<file path="src/rtl/uart_loader.sv">
// uart_loader: polls a UART for a framed byte stream (sync, address, count,
// payload), writes the assembled words to memory, then returns an ACK byte.
module uart_loader #(
   parameter logic [7:0] SYNC_BYTE = 8'hA5,
   parameter logic [7:0] ACK_BYTE  = 8'h06
) (
   input  logic        clk,
   input  logic        rst,
   input  logic        start,
   output logic        busy,
   output logic        done,
   output logic [15:0] words_loaded,
   output logic        uart_address,
   output logic        uart_readenable,
   output logic        uart_writeenable,
   output logic [31:0] uart_writedata,
   input  logic [31:0] uart_readdata,
   output logic [31:0] mem_address,
   output logic [31:0] mem_writedata,
   output logic        mem_write,
   input  logic        mem_waitrequest
);

   typedef enum logic [2:0] {
      S_IDLE, S_RD, S_SMP, S_MEMWR, S_ACK_RD, S_ACK_SMP, S_ACK_WR
   } state_t;

   typedef enum logic [1:0] {P_SYNC, P_ADDR, P_COUNT, P_DATA} phase_t;

   state_t      r_state;
   phase_t      r_phase;
   logic [1:0]  r_bcnt;
   logic [31:0] r_addr;
   logic [15:0] r_count;
   logic [31:0] r_word;

   logic        w_rvalid;
   logic        w_wspace;
   logic [7:0]  w_byte;
   logic [15:0] w_cnt_next;
   logic [15:0] w_wl_next;
   logic        w_unused_rd;

   // Field decode of the registered UART read data and next-value helpers
   assign w_rvalid    = uart_readdata[15];
   assign w_wspace    = uart_readdata[16];
   assign w_byte      = uart_readdata[7:0];
   assign w_cnt_next  = {w_byte, r_count[15:8]};
   assign w_wl_next   = words_loaded + 16'd1;
   assign w_unused_rd = ^{uart_readdata[31:17], uart_readdata[14:8]};

   // Loader FSM: strobes are one-cycle pulses, every output is registered
   always_ff @(posedge clk or posedge rst) begin
      if (rst) begin
         r_state          <= S_IDLE;
         r_phase          <= P_SYNC;
         r_bcnt           <= 2'd0;
         r_addr           <= 32'd0;
         r_count          <= 16'd0;
         r_word           <= 32'd0;
         busy             <= 1'b0;
         done             <= 1'b0;
         words_loaded     <= 16'd0;
         uart_address     <= 1'b0;
         uart_readenable  <= 1'b0;
         uart_writeenable <= 1'b0;
         uart_writedata   <= 32'd0;
         mem_address      <= 32'd0;
         mem_writedata    <= 32'd0;
         mem_write        <= 1'b0;
      end else begin
         uart_readenable  <= 1'b0;
         uart_writeenable <= 1'b0;
         case (r_state)
            S_IDLE: begin
               if (start) begin
                  busy            <= 1'b1;
                  done            <= 1'b0;
                  words_loaded    <= 16'd0;
                  r_phase         <= P_SYNC;
                  r_bcnt          <= 2'd0;
                  uart_address    <= 1'b0;
                  uart_readenable <= 1'b1;
                  r_state         <= S_RD;
               end
            end
            S_RD: r_state <= S_SMP;
            S_SMP: begin
               // Default: poll the data register again
               uart_address    <= 1'b0;
               uart_readenable <= 1'b1;
               r_state         <= S_RD;
               if (w_rvalid) begin
                  case (r_phase)
                     P_SYNC: begin
                        if (w_byte == SYNC_BYTE) begin
                           r_phase <= P_ADDR;
                           r_bcnt  <= 2'd0;
                        end
                     end
                     P_ADDR: begin
                        if (r_bcnt == 2'd3) begin
                           r_addr  <= {w_byte, r_addr[31:10], 2'b00};
                           r_phase <= P_COUNT;
                           r_bcnt  <= 2'd0;
                        end else begin
                           r_addr <= {w_byte, r_addr[31:8]};
                           r_bcnt <= r_bcnt + 2'd1;
                        end
                     end
                     P_COUNT: begin
                        r_count <= w_cnt_next;
                        if (r_bcnt == 2'd1) begin
                           r_bcnt <= 2'd0;
                           if (w_cnt_next == 16'd0) begin
                              uart_address <= 1'b1;
                              r_state      <= S_ACK_RD;
                           end else begin
                              r_phase <= P_DATA;
                           end
                        end else begin
                           r_bcnt <= 2'd1;
                        end
                     end
                     default: begin
                        if (r_bcnt == 2'd3) begin
                           uart_readenable <= 1'b0;
                           mem_write       <= 1'b1;
                           mem_address     <= r_addr;
                           mem_writedata   <= {w_byte, r_word[31:8]};
                           r_bcnt          <= 2'd0;
                           r_state         <= S_MEMWR;
                        end else begin
                           r_word <= {w_byte, r_word[31:8]};
                           r_bcnt <= r_bcnt + 2'd1;
                        end
                     end
                  endcase
               end
            end
            S_MEMWR: begin
               if (!mem_waitrequest) begin
                  mem_write       <= 1'b0;
                  r_addr          <= r_addr + 32'd4;
                  words_loaded    <= w_wl_next;
                  uart_readenable <= 1'b1;
                  if (w_wl_next == r_count) begin
                     uart_address <= 1'b1;
                     r_state      <= S_ACK_RD;
                  end else begin
                     uart_address <= 1'b0;
                     r_state      <= S_RD;
                  end
               end
            end
            S_ACK_RD: r_state <= S_ACK_SMP;
            S_ACK_SMP: begin
               if (w_wspace) begin
                  uart_address     <= 1'b0;
                  uart_writeenable <= 1'b1;
                  uart_writedata   <= {24'd0, ACK_BYTE};
                  r_state          <= S_ACK_WR;
               end else begin
                  uart_address    <= 1'b1;
                  uart_readenable <= 1'b1;
                  r_state         <= S_ACK_RD;
               end
            end
            S_ACK_WR: begin
               busy    <= 1'b0;
               done    <= 1'b1;
               r_state <= S_IDLE;
            end
            default: r_state <= S_IDLE;
         endcase
      end
   end

endmodule
</file>
<file path="config.mk">
export PLATFORM = sky130hd
export DESIGN_NAME = uart_loader
export DESIGN_NICKNAME = d
export VERILOG_FILES = /design/src/rtl/uart_loader.sv
export SDC_FILE = /design/constraint.sdc
export NUM_CORES = 1
export LEC_CHECK = 0
export BUFFER_PORTS_ARGS = -buffer_cell sky130_fd_sc_hd__buf_2
export CORE_UTILIZATION = 50
export DETAILED_ROUTE_END_ITERATION = 10
export PLACE_DENSITY = 0.73
export SLEW_MARGIN = 0
export SYNTH_ARGS = -nofsm -noshare
export SYNTH_HDL_FRONTEND = slang
export SYNTH_SLANG_ARGS = --single-unit
</file>
<file path="constraint.sdc">
create_clock -name clk -period 11.27 [get_ports clk]
set_input_delay 1.127 -clock clk [delete_from_list [all_inputs] [get_ports clk]]
set_output_delay 1.127 -clock clk [all_outputs]
set_load 0.005 [all_outputs]
</file>
# [Word level (Yosys, flattened, before mapping)]
# Index checks and enable logic that the tools add are counted.
[op_classes] n_reduce_logical=22 addsub=3 n_bitwise=2 mux=57 eq_ne=23
[ops] operator="$mux 32" n=3
[ops] operator="$pmux 32 s2" n=1
[ops] operator="$add 32x3->32 const B" n=1
[ops] operator="$mux 16" n=2
[ops] operator="$pmux 16 s2" n=1
[ops] operator="$mux 2" n=12
[ops] operator="$mux 1" n=21
[ops] operator="$mux 3" n=6
[ops] operator="$pmux 3 s6" n=1
[ops] operator="$add 16x1->16 const B" n=1
[ops] operator="$eq 16x16->1" n=1
[ops] operator="$logic_not 16->1" n=1
[ops] operator="$reduce_and 4->1" n=4
[ops] operator="$ne 2x2->1 const B" n=6
[ops] operator="$ne 3x3->1 const B" n=4
[ops] operator="$pmux 2 s2" n=3
[ops] operator="$eq 3x3->1 const B" n=3
[ops] operator="$reduce_and 3->1" n=3
[ops] operator="$eq 8x8->1 const B" n=1
[ops] operator="$pmux 1 s4" n=2
[ops] operator="$reduce_and 8->1" n=1
[ops] operator="$reduce_bool 2->1" n=4
[ops] operator="$eq 3x2->1 const B" n=2
[ops] operator="$pmux 1 s2" n=3
[ops] operator="other kinds (15)" n=20
[totals] in_bits=36 reg_bits=174 out_inout_bits=118

# [Logic depth before layout (Yosys ltp)]
[logic_depth] word_depth=6 mapped_depth=9 depth_no_buf=8

# [Least setup slack after synthesis]
# OpenSTA, ideal clock, no wires.
[synth_timing] kind="in2reg" startpoint="in uart_readdata[1]" endpoint="reg r_phase[0]" path_slack_ps=8448 stages=5 arrival_ps=2697 t_required_ps=11145 path_buffers=0 path_cell_list="or4_1 > nor4_1 > a21oi_1 > o221ai_1 > mux2_2"
[synth_via] elab_chain_cells=3 elab_cells_between_ends=5 cone_classes="eq/ne (3); reduce/logical (2)"
[synth_rtl] item="from (decl)" line="17" text="input logic [31:0] uart_readdata,"
[synth_rtl] item="$logic_not 16->1 / $eq 8x8->1 (equally long branches)" line="115, 96"
[synth_rtl] item="$ne 3x3->1 (no source line)"
[synth_rtl] item="$reduce_and 8->1 (no source line) (*)"
[synth_rtl] item="to (signal assigned)" line="97" text="r_phase <= P_ADDR;"
[synth_rtl] item="to (signal assigned)" line="104" text="r_phase <= P_COUNT;"
[synth_rtl] item="to (signal assigned)" line="119" text="r_phase <= P_DATA;"
[synth_rtl] item="to (decl)" line="31" text="phase_t r_phase;"
# Every way passes the cells marked *; elsewhere a longest branch is shown, timed or not.
# A chain may end at the register's enable or synchronous reset.

# [Worst setup path after layout]
[layout_timing] startpoint="reg r_state[2]" endpoint="reg r_word[8]"
[layout_via] elab_chain_cells=2
[layout_rtl] item="from (decl)" line="30" text="state_t r_state;"
[layout_rtl] item="from (signal assigned)" line="55" text="r_state <= S_IDLE;"
[layout_rtl] item="from (signal assigned)" line="84" text="r_state <= S_RD;"
[layout_rtl] item="from (signal assigned)" line="87" text="S_RD: r_state <= S_SMP;"
[layout_rtl] item="$eq 3x2->1" line="74" text="case (r_state)"
[layout_rtl] item="$reduce_and 4->1 (no source line)"
[layout_rtl] item="to (signal assigned)" line="134" text="r_word <= {w_byte, r_word[31:8]};"
[layout_rtl] item="to (decl)" line="35" text="logic [31:0] r_word;"
# Every way passes these cells.

==> summary.md <==
| Metric | Value |
|---|---|
| Fill cells | 1380 |
| Pint | 1.273 mW |
| Pwr/cell area | 205.8 nW/um2 |
| Mapped Cells | 756 |
| Status | finished clean |
| Remaining global-route overflow | 0 |
| Crit-path cells | nor2_1 > nand2_1 > nor3_4 > mux2_2 |
| Drt total wl | 17950 um |
| Yosys warnings | 0 |
| Antenna diodes | 0 |
| Crit Path Class | flop to flop |
| Max stage delay on crit path | 0.98 ns |
| Synthesized area | 8185 um2 |
| H-tree lvl count | 4 |
| Post-cts repair resize count | 0 |
| Part of the power in registers | 46.0% |
| Final Net Count | 886 |
| Drt drc | 0 |
| Fmax | 345.3 MHz |
| Sequential-to-total area share from yosys stat | 50.75% |
| Reg clk slew, reported paths | 0.06 ns |
| Syn avg cell area | 10.83 um2 |
| Initial antenna violation count | 0 |
| Worst Setup End Kind | flop |
| Post-synth EDFFs | 0 |
| Footprint of the multi-input gates | 3724 um2 |
| First-pass GRT wire length | 29060 um |
| Clock power share | 30.1% |
| Data required time of the worst path | 11.58 ns |
| Worst Path Max Fanout | 24 |
| Die Area | 16890 um2 |
| Root Buffer | clkbuf_16 |
| Final GP Congestion | 0.8174 |
| Tcrit/Tclk final | 25.70% |
| Slew headroom | 24.82% |
| Final Max Slew Viols | 0 |
| Worst EP arrival | 3.20 ns |
| Setup TNS | 0 ns |
| Synth unique cells | 62 |
| Source of the worst hold timing path | mem_write |
| Top cells by area, synth | dfrtp_1 (51%), mux2_2 (15%), o21ai_0 (3.4%), buf_4 (2.8%), a21oi_1 (2.7%) |
| CP startpoint kind | flop |
| Worst vdd ir | 107.1 uV |
| Flops & latches, synth | 166 |
| Hpwl dp | 11770 um |
| Max Buffers Root-to-Sink | 2 |
| Most common cell after layout, fill and taps aside | dfrtp_1 |
| Vias per cell | 5.703 |
| Synthesis-to-finish area growth | 14.14% |
| Drt pass-1 iters | 5 |
| Top-area cell type share of the netlist area | 50.75% |
| Area of the core | 15940 um2 |
| Io pins | 154 |
| Switching share of power | 33.81% |
| Max Cap Viol | 0 |
| # rows | 46 |
| Setup repair bufs after CTS | 0 |
| Clk_lat worst skew | 0.43 ns |
| Static Leak | 4.475 nW |
| Hold/Removal Path Class | flop to flop |
| DR WL/cell | 16.79 um |
| Clock Sinks | 166 |
| Register area | 4154 um2 |
| DIE WIDTH | 130.0 um |
| Final hold viol count | 0 |
| Layout cell share with drive strength beyond 1 | 30.13% |
| Most frequent cells in the layout | dfrtp_1 (166), mux2_2 (106), buf_2 (101) |
| Area leader, netlist | dfrtp_1 |
| Slew @ Worst Pin | 1.124 ns |
| CP startpoint | r_state[2] |
| Switching power | 0.6502 mW |
| RSZ-0062 raised after global routing | false |
| Post-route ant nets | 0 |
| Die span in y | 130.0 um |
| Largest net degree at the start of global routing | 111 |
| Slowest CP cell | nor3_4 |
| # port buffers | 101 |
| Vias in the first global route | 5520 |
| Top FF cell, synth | dfrtp_1 |
| Final Power | 1.923 mW |
| CTS Buf Count | 17 |
| Worst clock skew | 0.01293 ns |
| Final setup vio count | 0 |
| Async set-or-reset flop fraction in the synthesized netlist | 100.0% |
| CTS tree | yes |
| Comb pwr share | 23.9% |
| Initial Utilization | 51.34% |
| Vias post-DR | 6097 |
| Iter 0 DRT Violations | 456 |
| R2R Path Start | r_state[2] |
| Hold-fix buffers at CTS | 0 |
| Min Tclk post-route | 2.896 ns |
| GRT Overall Usage | 22.37% |
-- worst max-delay path, delay by kind of cell (launching register included) --
kind / cells / cell delay [ns]
and+or+nand+nor: 3 / 1.79
DFF: 1 / 0.55
muxes: 1 / 0.43
-- synth_stat cells, types with 3 or more instances --
library cell / number
nor2_1: 44
mux2i_1: 4
o31ai_1: 3
nand3b_1: 4
nand2b_1: 6
buf_2: 9
and4_1: 4
or4_1: 8
a21o_1: 3
xor2_1: 6
nor3_1: 15
nor2b_1: 6
o21ai_0: 56
and3_1: 10
o22ai_1: 12
a31oi_1: 6
clkbuf_1: 28
mux2_2: 106
xnor2_1: 16
and2_1: 3
nand4_1: 13
nand2_1: 53
ha_1: 8
inv_1: 14
a2bb2oi_1: 6
a21oi_1: 44
buf_4: 31
dfrtp_1: 166
a32oi_1: 3
nand3_1: 24
nor4_1: 7
-- routing by layer --
layer  share of wire (%)  vias to the layer above  global-route usage (%)
met3                 4.7                       22                   4.305
met4                 1.3                        0                   8.071
met1                  46                     3021                   31.29
met5                   0                        -                       0
li1                    -                     2867                       -
met2                  48                      187                   34.79
-- state kept, by name, indices dropped and copies added (netlist names), 2 cells and up --
signal and count:
r_state 3, r_word 24, r_bcnt 2, r_count 16, words_loaded 16, mem_writedata 32
mem_address 32, r_addr 32, r_phase 2
-- area by class of cell --
class,count,area share [%]
clock inverters,10,1.286
clock buffers,20,4.995
multi-input cells,536,39.86
repair buffers,107,5.893
flip-flops and latches,166,44.46
inverters,14,0.6160
well taps,216,2.893
-- cells by family (layout without fill, tap and decap cells) --
| logic type | count (synthesis) | in the layout | share of synthesized area (%) |
|---|---|---|---|
| buffers and inverters | 83 | 151 | 5.365 |
| xor gates and xnor gates | 22 | 22 | 2.354 |
| AOI/OAI and AO/OA | 160 | 160 | 12.09 |
| other | 1 | 30 | 0.04581 |
| and+or+nand+nor | 206 | 206 | 13.10 |
| DFF | 166 | 166 | 50.75 |
| adders and majority gates | 8 | 8 | 1.223 |
| muxes | 110 | 110 | 15.07 |
-- stage by stage --
stage / instance area [um2] / hold WS (ns) / std cells / worst slack (ns) / utilization (%)
floorplan: 8294 / 0.4444 / 785 / 5.653 / -
global placement: 8756 / 0.4639 / 1039 / 7.983 / 54.92
detailed placement: 8756 / 0.4614 / 1039 / 7.983 / 54.92
CTS: 9343 / 0.4763 / 1069 / 8.403 / 58.60
global route: 9343 / 0.5077 / 1069 / 8.154 / 58.60
finish: 9343 / 0.4682 / 1069 / 8.374 / 58.60
-- power by group through the flow --
stage               Clock (mW)  Combinational, mW  Sequential (mW)
CTS                      0.592              0.460            0.883
finish                   0.579              0.459            0.884
detailed placement           0              0.457            0.893
global placement             0              0.442            0.886
global route             0.615              0.516            0.906
floorplan                    0              0.392            0.821
-- final timing paths --
check / to / slack (ns) / cells after the start
min in group asynchronous: r_word[17] / 0.90 / 2
worst max register to register: r_word[8] / 8.37 / 4
worst min-delay path: mem_write / 0.47 / 1
worst min register to register: mem_write / 0.47 / 1
max in group asynchronous: r_addr[28] / 9.03 / 3
worst max-delay path: r_word[8] / 8.37 / 4
Note: power is estimated with default switching activity, not from simulation.
